**src/rtl/r2p_msdf_serializer_if.sv**
```systemverilog
// r2p_msdf_serializer_if: input product handshake, serial digit output and optional conversion result
interface r2p_msdf_serializer_if #(
  parameter int RADIX = 2,
  parameter int WIDTH = 8
);
  localparam int D = $clog2(RADIX) + 1;
  localparam int ND = 2 * WIDTH + 1;
  localparam int PW = D * ND;
  localparam int CW = 2 * D * WIDTH + 2;
  logic in_valid;
  logic in_ready;
  logic [PW-1:0] in_p;
  logic out_valid;
  logic out_ready;
  logic [D-1:0] out_digit;
  logic out_first;
  logic out_last;
  logic conv_valid;
  logic [CW-1:0] conv_value;
  modport slave (
    input in_valid, in_p, out_ready,
    output in_ready, out_valid, out_digit, out_first, out_last, conv_valid, conv_value
  );
  modport master (
    output in_valid, in_p, out_ready,
    input in_ready, out_valid, out_digit, out_first, out_last, conv_valid, conv_value
  );
endinterface

```
**src/rtl/r2p_msdf_serializer.sv**
```systemverilog
// r2p_msdf_serializer: captures a signed-digit product and streams it MSD first.
// Define SERIAL_OTFC_EN to also accumulate the digits into a conventional signed value.
module r2p_msdf_serializer #(
  parameter int RADIX = 2,
  parameter int WIDTH = 8
) (
  input logic clk,
  input logic rst,
  r2p_msdf_serializer_if.slave bus_io
);
  localparam int D = $clog2(RADIX) + 1;
  localparam int ND = 2 * WIDTH + 1;
  localparam int PW = D * ND;
  localparam int IW = $clog2(ND);
  localparam int AW = 2 * D * WIDTH + 2;
  localparam logic [0:0] IDLE = 1'b0;
  localparam logic [0:0] SHIFT = 1'b1;
  logic [0:0] state_q, state_d;
  logic [IW-1:0] idx_q, idx_d;
  logic [PW-1:0] pbuf_q, pbuf_d;
  logic fire, last, cap;
  // Completing a product frees the buffer in the same cycle, so a new one can be taken without a bubble.
  always_comb begin
    fire = state_q == SHIFT && bus_io.out_ready;
    last = idx_q == '0;
    bus_io.in_ready = state_q == IDLE || (fire && last);
    cap = bus_io.in_valid && bus_io.in_ready;
    state_d = cap ? SHIFT : (fire && last) ? IDLE : state_q;
    idx_d = cap ? IW'(ND - 1) : (fire && !last) ? idx_q - 1'b1 : idx_q;
    pbuf_d = cap ? bus_io.in_p : pbuf_q;
  end
  assign bus_io.out_valid = state_q == SHIFT;
  assign bus_io.out_digit = pbuf_q[idx_q*D +: D];
  assign bus_io.out_first = state_q == SHIFT && idx_q == IW'(ND - 1);
  assign bus_io.out_last = state_q == SHIFT && last;
  always_ff @(posedge clk) begin
    if (rst) begin
      state_q <= IDLE;
      idx_q <= '0;
      pbuf_q <= '0;
    end else begin
      state_q <= state_d;
      idx_q <= idx_d;
      pbuf_q <= pbuf_d;
    end
  end
`ifdef SERIAL_OTFC_EN
  logic [AW-1:0] acc_q, acc_d, acc_nx, conv_value_q, conv_value_d;
  logic conv_valid_q, conv_valid_d;
  // The final digit is folded straight into the result so acc is free for the next product.
  always_comb begin
    acc_nx = acc_q * AW'(RADIX) + {{(AW-D){bus_io.out_digit[D-1]}}, bus_io.out_digit};
    acc_d = ((fire && last) || cap) ? '0 : fire ? acc_nx : acc_q;
    conv_valid_d = fire && last;
    conv_value_d = (fire && last) ? acc_nx : conv_value_q;
  end
  always_ff @(posedge clk) begin
    if (rst) begin
      acc_q <= '0;
      conv_valid_q <= 1'b0;
      conv_value_q <= '0;
    end else begin
      acc_q <= acc_d;
      conv_valid_q <= conv_valid_d;
      conv_value_q <= conv_value_d;
    end
  end
  assign bus_io.conv_valid = conv_valid_q;
  assign bus_io.conv_value = conv_value_q;
`else
  assign bus_io.conv_valid = 1'b0;
  assign bus_io.conv_value = '0;
`endif
endmodule

```
**src/flat_wrapper.sv**
```systemverilog
// flat-port wrapper written by rule: the top's interface ports become plain ports
module r2p_msdf_serializer_flat 
#(
  parameter int RADIX = 2,
  parameter int WIDTH = 8
)
  (clk, rst, bus_io_in_valid, bus_io_in_p, bus_io_out_ready, bus_io_in_ready, bus_io_out_valid, bus_io_out_digit, bus_io_out_first, bus_io_out_last, bus_io_conv_valid, bus_io_conv_value);
  r2p_msdf_serializer_if #(.RADIX(RADIX), .WIDTH(WIDTH)) bus_io_i ();
  input logic clk;
  input logic rst;
  input wire logic [$bits(bus_io_i.in_valid)-1:0] bus_io_in_valid;
  input wire logic [$bits(bus_io_i.in_p)-1:0] bus_io_in_p;
  input wire logic [$bits(bus_io_i.out_ready)-1:0] bus_io_out_ready;
  output wire logic [$bits(bus_io_i.in_ready)-1:0] bus_io_in_ready;
  output wire logic [$bits(bus_io_i.out_valid)-1:0] bus_io_out_valid;
  output wire logic [$bits(bus_io_i.out_digit)-1:0] bus_io_out_digit;
  output wire logic [$bits(bus_io_i.out_first)-1:0] bus_io_out_first;
  output wire logic [$bits(bus_io_i.out_last)-1:0] bus_io_out_last;
  output wire logic [$bits(bus_io_i.conv_valid)-1:0] bus_io_conv_valid;
  output wire logic [$bits(bus_io_i.conv_value)-1:0] bus_io_conv_value;
  assign bus_io_i.in_valid = bus_io_in_valid;
  assign bus_io_i.in_p = bus_io_in_p;
  assign bus_io_i.out_ready = bus_io_out_ready;
  assign bus_io_in_ready = bus_io_i.in_ready;
  assign bus_io_out_valid = bus_io_i.out_valid;
  assign bus_io_out_digit = bus_io_i.out_digit;
  assign bus_io_out_first = bus_io_i.out_first;
  assign bus_io_out_last = bus_io_i.out_last;
  assign bus_io_conv_valid = bus_io_i.conv_valid;
  assign bus_io_conv_value = bus_io_i.conv_value;
  r2p_msdf_serializer #(.RADIX(RADIX), .WIDTH(WIDTH)) u_core (.clk(clk), .rst(rst), .bus_io(bus_io_i));
endmodule
```
**config.mk**
```make
export PLATFORM = sky130hd
export DESIGN_NAME = r2p_msdf_serializer_flat
export DESIGN_NICKNAME = d
export VERILOG_FILES = /design/src/rtl/r2p_msdf_serializer_if.sv /design/src/rtl/r2p_msdf_serializer.sv /design/src/flat_wrapper.sv
export SDC_FILE = /design/constraint.sdc
export NUM_CORES = 1
export LEC_CHECK = 0
export CAP_MARGIN = 10
export CORE_MARGIN = 2
export CORE_UTILIZATION = 35
export DETAILED_ROUTE_END_ITERATION = 8
export REMOVE_ABC_BUFFERS = 1
export SYNTH_ARGS = -nofsm -noshare
export SYNTH_HDL_FRONTEND = slang
export SYNTH_SLANG_ARGS = --single-unit
```
**constraint.sdc**
```tcl
create_clock -name clk -period 5 [get_ports clk]
set_input_delay 0.75 -clock clk [delete_from_list [all_inputs] [get_ports clk]]
set_output_delay 0.75 -clock clk [all_outputs]
set_load 0.005 [all_outputs]
```
==> results.toml, run 1 <==
[status]
outcome = "complete, no violations"

[placed_design]
dp.cells = 354
place_area_um2 = 2490
place_congestion = 0.786
port_buffers = 43
dp_hpwl_mm = 3.06

[timing]
setup_viol = 0
slew_viol_final = 0
worstMarginPinSlew_ps = 910
clock.fmax_mhz = 285
fin_crit_ps = 3510
hold_viol = 0
rsz0062_at_grt = "no"
maxSlewHeadroom = 0.393
setup_tns_ps = 0
clock-skew-final_ps = 4.70
period_share = 0.702

[clocking]
worstSkewPairLatency_ps = 290
clk_pin_slew_worst_paths_ps = 70
root_buffer = "clkbuf_8"
cts_buffers = 5
cts.repair.resized = 0
h-tree-depth = 2
clock_sinks = 40
clk_path_buf_depth = 2
cts_tree = "yes"
hold_buffers = 0
cts_setup_buffers = 0

[power_and_ir_drop]
power_leakage_uw = 0.000948
total_power_uw = 673
clkPwrFrac = 0.299
powerDensity_nw_per_um2 = 262
seq_power_share = 0.520
intPower_uw = 495
p_comb_frac = 0.180
p_switching_uw = 178
p_sw_frac = 0.264
peakVddDrop_mv = 0.0957

[worst_setup_path]
rr_worst_depth = 7
cp-start-kind = "flip-flop"
rr_startpoint = "u_core.idx_q[1]"
cp.arrival_ps = 2760
slowest_delay_ps = 520
worst-path-buf-inv = 4
r2r-end = "u_core.idx_q[0]"
crit_required_ps = 4250
worst_path_max_delay_cell = "clkdlybuf4s50_1"
cp_top_family = "buffers and inverters"
regToRegSetupSlack_ps = 2740
worstPathCellList = "inv_1 > ha_1 > or4b_4 > o21a_1 > buf_4 > inv_12 > clkdlybuf4s50_1"
cp-end-kind = "primary output"
setup.worst_path.class = "flip-flop to primary output"
worst-path-max-fanout = 37

[floorplan]
die_w_um = 84.2
die_y_um = 84.2
dieArea_um2 = 7090
coreArea_um2 = 6280
start_util = 0.359
num_rows = 29
ios = 79

[finish]
post-route-util = 0.409
nNetsFinal = 323
fin_area_um2 = 2570
syn_to_final_growth_pct = 14.1
layout.cells.non_filler = 361
drive_gt1_frac = 0.0669
antenna_cells = 0

[global_routing]
grt_overflow = 0
grt_max_degree = 41
antenna_found_initial = 0
grt_pass1_wl_mm = 7.22
grt_pass1_vias = 1621
grt_use_total = 0.125

[min_path]
min_from = "u_core.pbuf_q[8]"
hold_path_class = "flip-flop to flip-flop"
hold_path_end = "u_core.pbuf_q[8]"
worstHoldPathCells = 2

[yosys]
syn_area_um2 = 2250
yosysSeqAreaShare = 0.356
syn_inst = 253
ys.warnings.count = 0
ys_types = 41
avgSynthCellArea_um2 = 8.90
ys_ff_latch = 40

[drt]
drt_iter0_drc = 72
wl_per_cell_um = 12.6
first_pass_iters = 4
drcViolationCount = 0
wl_mm = 4.54
vias_per_cell = 4.99
drtAntennaViolNets = 0
dr_total_vias = 1801

[job]
drv_cap = 0
==> sequential cells by signal (all words and copies together), names as in the netlist <==
| name | flops |
|---|---|
| u_core.pbuf_q | 34 |
| u_core.idx_q | 5 |
| u_core.bus_io.out_valid | 1 |
==> synthesized netlist by cell type (all sizes together) <==
cell / instances / area share
and4bb: 1 / 0.0056
and2b: 1 / 0.0033
and4: 2 / 0.0089
nor2b: 1 / 0.0028
o21ai: 34 / 0.076
nor2: 4 / 0.0067
or2b: 1 / 0.0033
o21a: 1 / 0.0033
ha: 1 / 0.0056
and2: 1 / 0.0028
or4b: 1 / 0.0061
a311oi: 1 / 0.0039
xnor2: 3 / 0.012
conb: 1 / 0.0017
a31oi: 1 / 0.0028
nand2: 3 / 0.0050
buf: 46 / 0.17
o311ai: 1 / 0.0039
nor3: 4 / 0.0089
inv: 6 / 0.016
a2111oi: 1 / 0.0067
mux2i: 5 / 0.022
and3: 1 / 0.0033
a21oi: 36 / 0.080
dfxtp: 40 / 0.36
o211ai: 1 / 0.0033
a22oi: 1 / 0.0033
clkbuf: 9 / 0.021
mux4: 6 / 0.065
nand3: 36 / 0.080
dlygate4sd1: 1 / 0.0039
a311o: 2 / 0.0089
==> final cells by class <==
cell class              count  area [um^2]
clock buffers               6         72.6
clock inverters             1         5.00
fillers                   678         3710
inverters                   6         35.0
multi-input cells         185         1110
flip-flops and latches     40          801
well taps                  77         96.3
repair buffers             46          453
==> layer usage <==
layer | vias up | track usage | share of wire
li1 | 897 | - | -
met1 | 833 | 0.161 | 0.45
met2 | 61 | 0.195 | 0.48
met3 | 10 | 0.0285 | 0.052
met4 | 0 | 0.0660 | 0.026
met5 | - | 0 | 0
==> metrics by stage <==
step	setup WS, ps	hold WS [ps]
5_1_grt	1330	499
3_3_place_gp	1800	464
4_1_cts	1500	475
2_1_floorplan	2330	442
6_report	1490	476
3_5_place_dp	1770	465
==> power by group through the flow <==
stage               clock [uW]  sequential (uW)  combinational (uW)
detailed placement           0              357                 122
finish                     201              350                 121
global route               218              352                 135
floorplan                    0              353                62.2
CTS                        209              350                 122
global placement             0              357                 120
==> cell families after synthesis <==
| family | after synthesis | share of synthesized area |
|---|---|---|
| muxes | 11 | 0.0872 |
| other | 1 | 0.00167 |
| adders and majority gates | 1 | 0.00555 |
| and+or+nand+nor | 56 | 0.137 |
| buffers and inverters | 62 | 0.210 |
| xor gates and xnor gates | 3 | 0.0117 |
| AOI/OAI and AO/OA | 79 | 0.192 |
| DFF | 40 | 0.356 |
==> how the worst max path moves through the flow <==
| stage | from | to | slack [ps] | cells after the start |
|---|---|---|---|---|
| final | u_core.idx_q[1] | bus_io_in_ready | 1490 | 7 |
| after global routing | u_core.idx_q[1] | bus_io_in_ready | 1330 | 7 |
| after CTS | u_core.idx_q[1] | bus_io_in_ready | 1500 | 7 |
| after detailed placement | bus_io_out_ready | bus_io_in_ready | 1770 | 6 |
| after global placement | bus_io_out_ready | bus_io_in_ready | 1800 | 6 |
| after floorplan | u_core.idx_q[0] | bus_io_in_ready | 2330 | 5 |
==> cells in the final DEF (no fill, tap or decap), types with 2 or more instances in the layout <==
cell type	netlist	routed
clkdlybuf4s50_1	0	43
dfxtp_1	40	40
nand3_1	36	36
a21oi_1	36	36
conb_1	1	35
o21ai_0	25	25
o21ai_1	9	9
inv_1	5	5
mux2i_1	5	5
clkbuf_8	1	5
nor3_1	4	4
nor2_1	4	4
mux4_2	3	3
mux4_1	3	3
nand2_1	3	3
xnor2_1	3	3
buf_4	38	3
a311o_1	2	2
and4_2	2	2
==> worst reg2reg max path, delay by kind of cell (launching register included) <==
kind | cells | cell delay, ps
fa+ha+maj | 1 | 180
flops | 1 | 490
simple gates | 3 | 880
compound gates | 1 | 180
buf+inv | 2 | 410
(Power assumes the default switching activity.)
==> run 2, diff against run 1 <==
==> constraint.sdc (replaced) <==
create_clock -name clk -period 3.5 [get_ports clk]
set_input_delay 0.525 -clock clk [delete_from_list [all_inputs] [get_ports clk]]
set_output_delay 0.525 -clock clk [all_outputs]
set_load 0.005 [all_outputs]
==> run 2 against run 1 <==
Effect of this change: first-iteration DRC count rose by 24%; count of clock-buffer cells in the layout rose by 1; critical endpoint unchanged; combinational power rose by 44%; sequential share of layout area fell by 0.091 points; final area rose by 0.29%; global-route usage rose by 0.73 points; largest cell class unchanged; register-to-register slack got worse by 1700 ps; core utilization rose by 0.12 points; clock power rose by 48%.
==> results.toml, run 2 (synthesis results as in run 1) <==
[drt]
wl_mm = 4.67
vias_per_cell = 4.90
wl_per_cell_um = 12.9
drt_iter0_drc = 89
first_pass_iters = 4
drtAntennaViolNets = 0
drcViolationCount = 0
dr_total_vias = 1775

[power_and_ir_drop]
peakVddDrop_mv = 0.167
p_comb_frac = 0.179
p_switching_uw = 258
clkPwrFrac = 0.306
intPower_uw = 714
p_sw_frac = 0.266
seq_power_share = 0.515
power_leakage_uw = 0.000950
powerDensity_nw_per_um2 = 377

[worst_setup_path]
worst-path-max-fanout = 37
regToRegSetupSlack_ps = 1020
cp-end-kind = "primary output"
rr_startpoint = "u_core.idx_q[1]"
rr_worst_depth = 7
r2r-end = "u_core.idx_q[1]"
setup.worst_path.class = "flip-flop to primary output"
cp.arrival_ps = 2590
crit_required_ps = 2970
cp-start-kind = "flip-flop"

[clocking]
clk_pin_slew_worst_paths_ps = 80
h-tree-depth = 2
clk_path_buf_depth = 2
clock_sinks = 40
cts_buffers = 5
cts_setup_buffers = 0
root_buffer = "clkbuf_8"
cts.repair.resized = 0
hold_buffers = 0
cts_tree = "yes"
worstSkewPairLatency_ps = 280

[min_path]
hold_path_end = "u_core.pbuf_q[4]"
worstHoldPathCells = 2
min_from = "u_core.pbuf_q[4]"
hold_path_class = "flip-flop to flip-flop"

[placed_design]
dp_worst_setup_slack_ps = 718
place_congestion = 0.875
port_buffers = 43
dp_hpwl_mm = 3.21

[timing]
clock.fmax_mhz = 321
slew_viol_final = 0
rsz0062_at_grt = "no"
setup_tns_ps = 0
worstMarginPinSlew_ps = 952
period_share = 0.889
fin_crit_ps = 3110
maxSlewHeadroom = 0.364
hold_viol = 0
setup_viol = 0
fin_ws_ps = 390
clock-skew-final_ps = 8.64

[finish]
fillCellCount = 669
largest_reg_flops = 34
nNetsFinal = 323
regMostFlops = "u_core.pbuf_q"
post-route-util = 0.410
layout_common_cells = "43 x clkdlybuf4s50_1, 40 x dfxtp_1, 36 x nand3_1, 36 x a21oi_1, 35 x conb_1"
final_common_cell = "clkdlybuf4s50_1"
drive_gt1_frac = 0.0667
syn_to_final_growth_pct = 14.4
antenna_cells = 0

[global_routing]
grt_overflow = 0
grt_pass1_vias = 1722
grt_max_degree = 38
grt_pass1_wl_mm = 7.71
grt_use_total = 0.132
antenna_found_initial = 0

[status]
outcome = "complete, no violations"

[floorplan]
num_rows = 29
dieArea_um2 = 7090
die_w_um = 84.2
coreArea_um2 = 6280
ios = 79
start_util = 0.359
die_y_um = 84.2

[job]
drv_cap = 0
-- run 2: cell count changes in the layout (fill, tap and decap cells not counted), sizes merged --
| cell | previous run | this run |
|---|---|---|
| clkbuf | 6 | 7 |
-- run 2: how the worst max path moves through the flow --
stage / startpoint / end / slack [ps] / cells after the start
CTS: u_core.idx_q[1] / bus_io_in_ready / 390 / 6
global placement: u_core.idx_q[1] / bus_io_in_ready / 740 / 6
detailed placement: u_core.idx_q[1] / bus_io_in_ready / 720 / 6
global route: u_core.idx_q[0] / bus_io_in_ready / 270 / 6
finish: u_core.idx_q[1] / bus_io_in_ready / 390 / 6
floorplan: u_core.idx_q[0] / bus_io_in_ready / 1050 / 5
-- run 2: worst max-delay path, stage by stage, from the launching register on --
cell	delay (ps)
dfxtp_1	500
inv_1	150
ha_1	170
or4b_4	480
o21a_1	290
inv_12	180
clkdlybuf4s50_1	520
-- run 2: metal layers --
layer / routed length [um] / part of all wire / up-vias / GRT usage
met4: 60 / 0.013 / 0 / 0.0601
met1: 2200 / 0.47 / 826 / 0.173
li1: - / - / 895 / -
met2: 2230 / 0.48 / 49 / 0.210
met3: 178 / 0.038 / 5 / 0.0265
met5: 0 / 0 / - / 0
-- run 2: layout make-up --
cell class / instances / area (um^2) / share of cell area
Clock buffer: 7 / 76.3 / 0.0296
Clock inverter: 1 / 8.76 / 0.00340
Inverter: 6 / 35.0 / 0.0136
Multi-Input combinational cell: 185 / 1110 / 0.429
Sequential cell: 40 / 801 / 0.311
Tap cell: 77 / 96.3 / 0.0374
Timing Repair Buffer: 46 / 453 / 0.176
-- run 2: power by group through the flow --
stage | Sequential [uW] | Clock [uW] | Combinational [uW]
floorplan | 504 | 0 | 88.9
global placement | 511 | 0 | 172
detailed placement | 511 | 0 | 175
CTS | 501 | 304 | 175
global route | 505 | 321 | 194
finish | 501 | 298 | 174
-- run 2: through the flow --
stage	total power (uW)	cells	hold slack [ps]	cell area (um^2)
after CTS	979	362	476	2580
after detailed placement	686	354	465	2490
after global routing	1020	362	488	2580
after global placement	683	354	465	2490
after floorplan	593	231	442	1940
final	972	362	474	2580
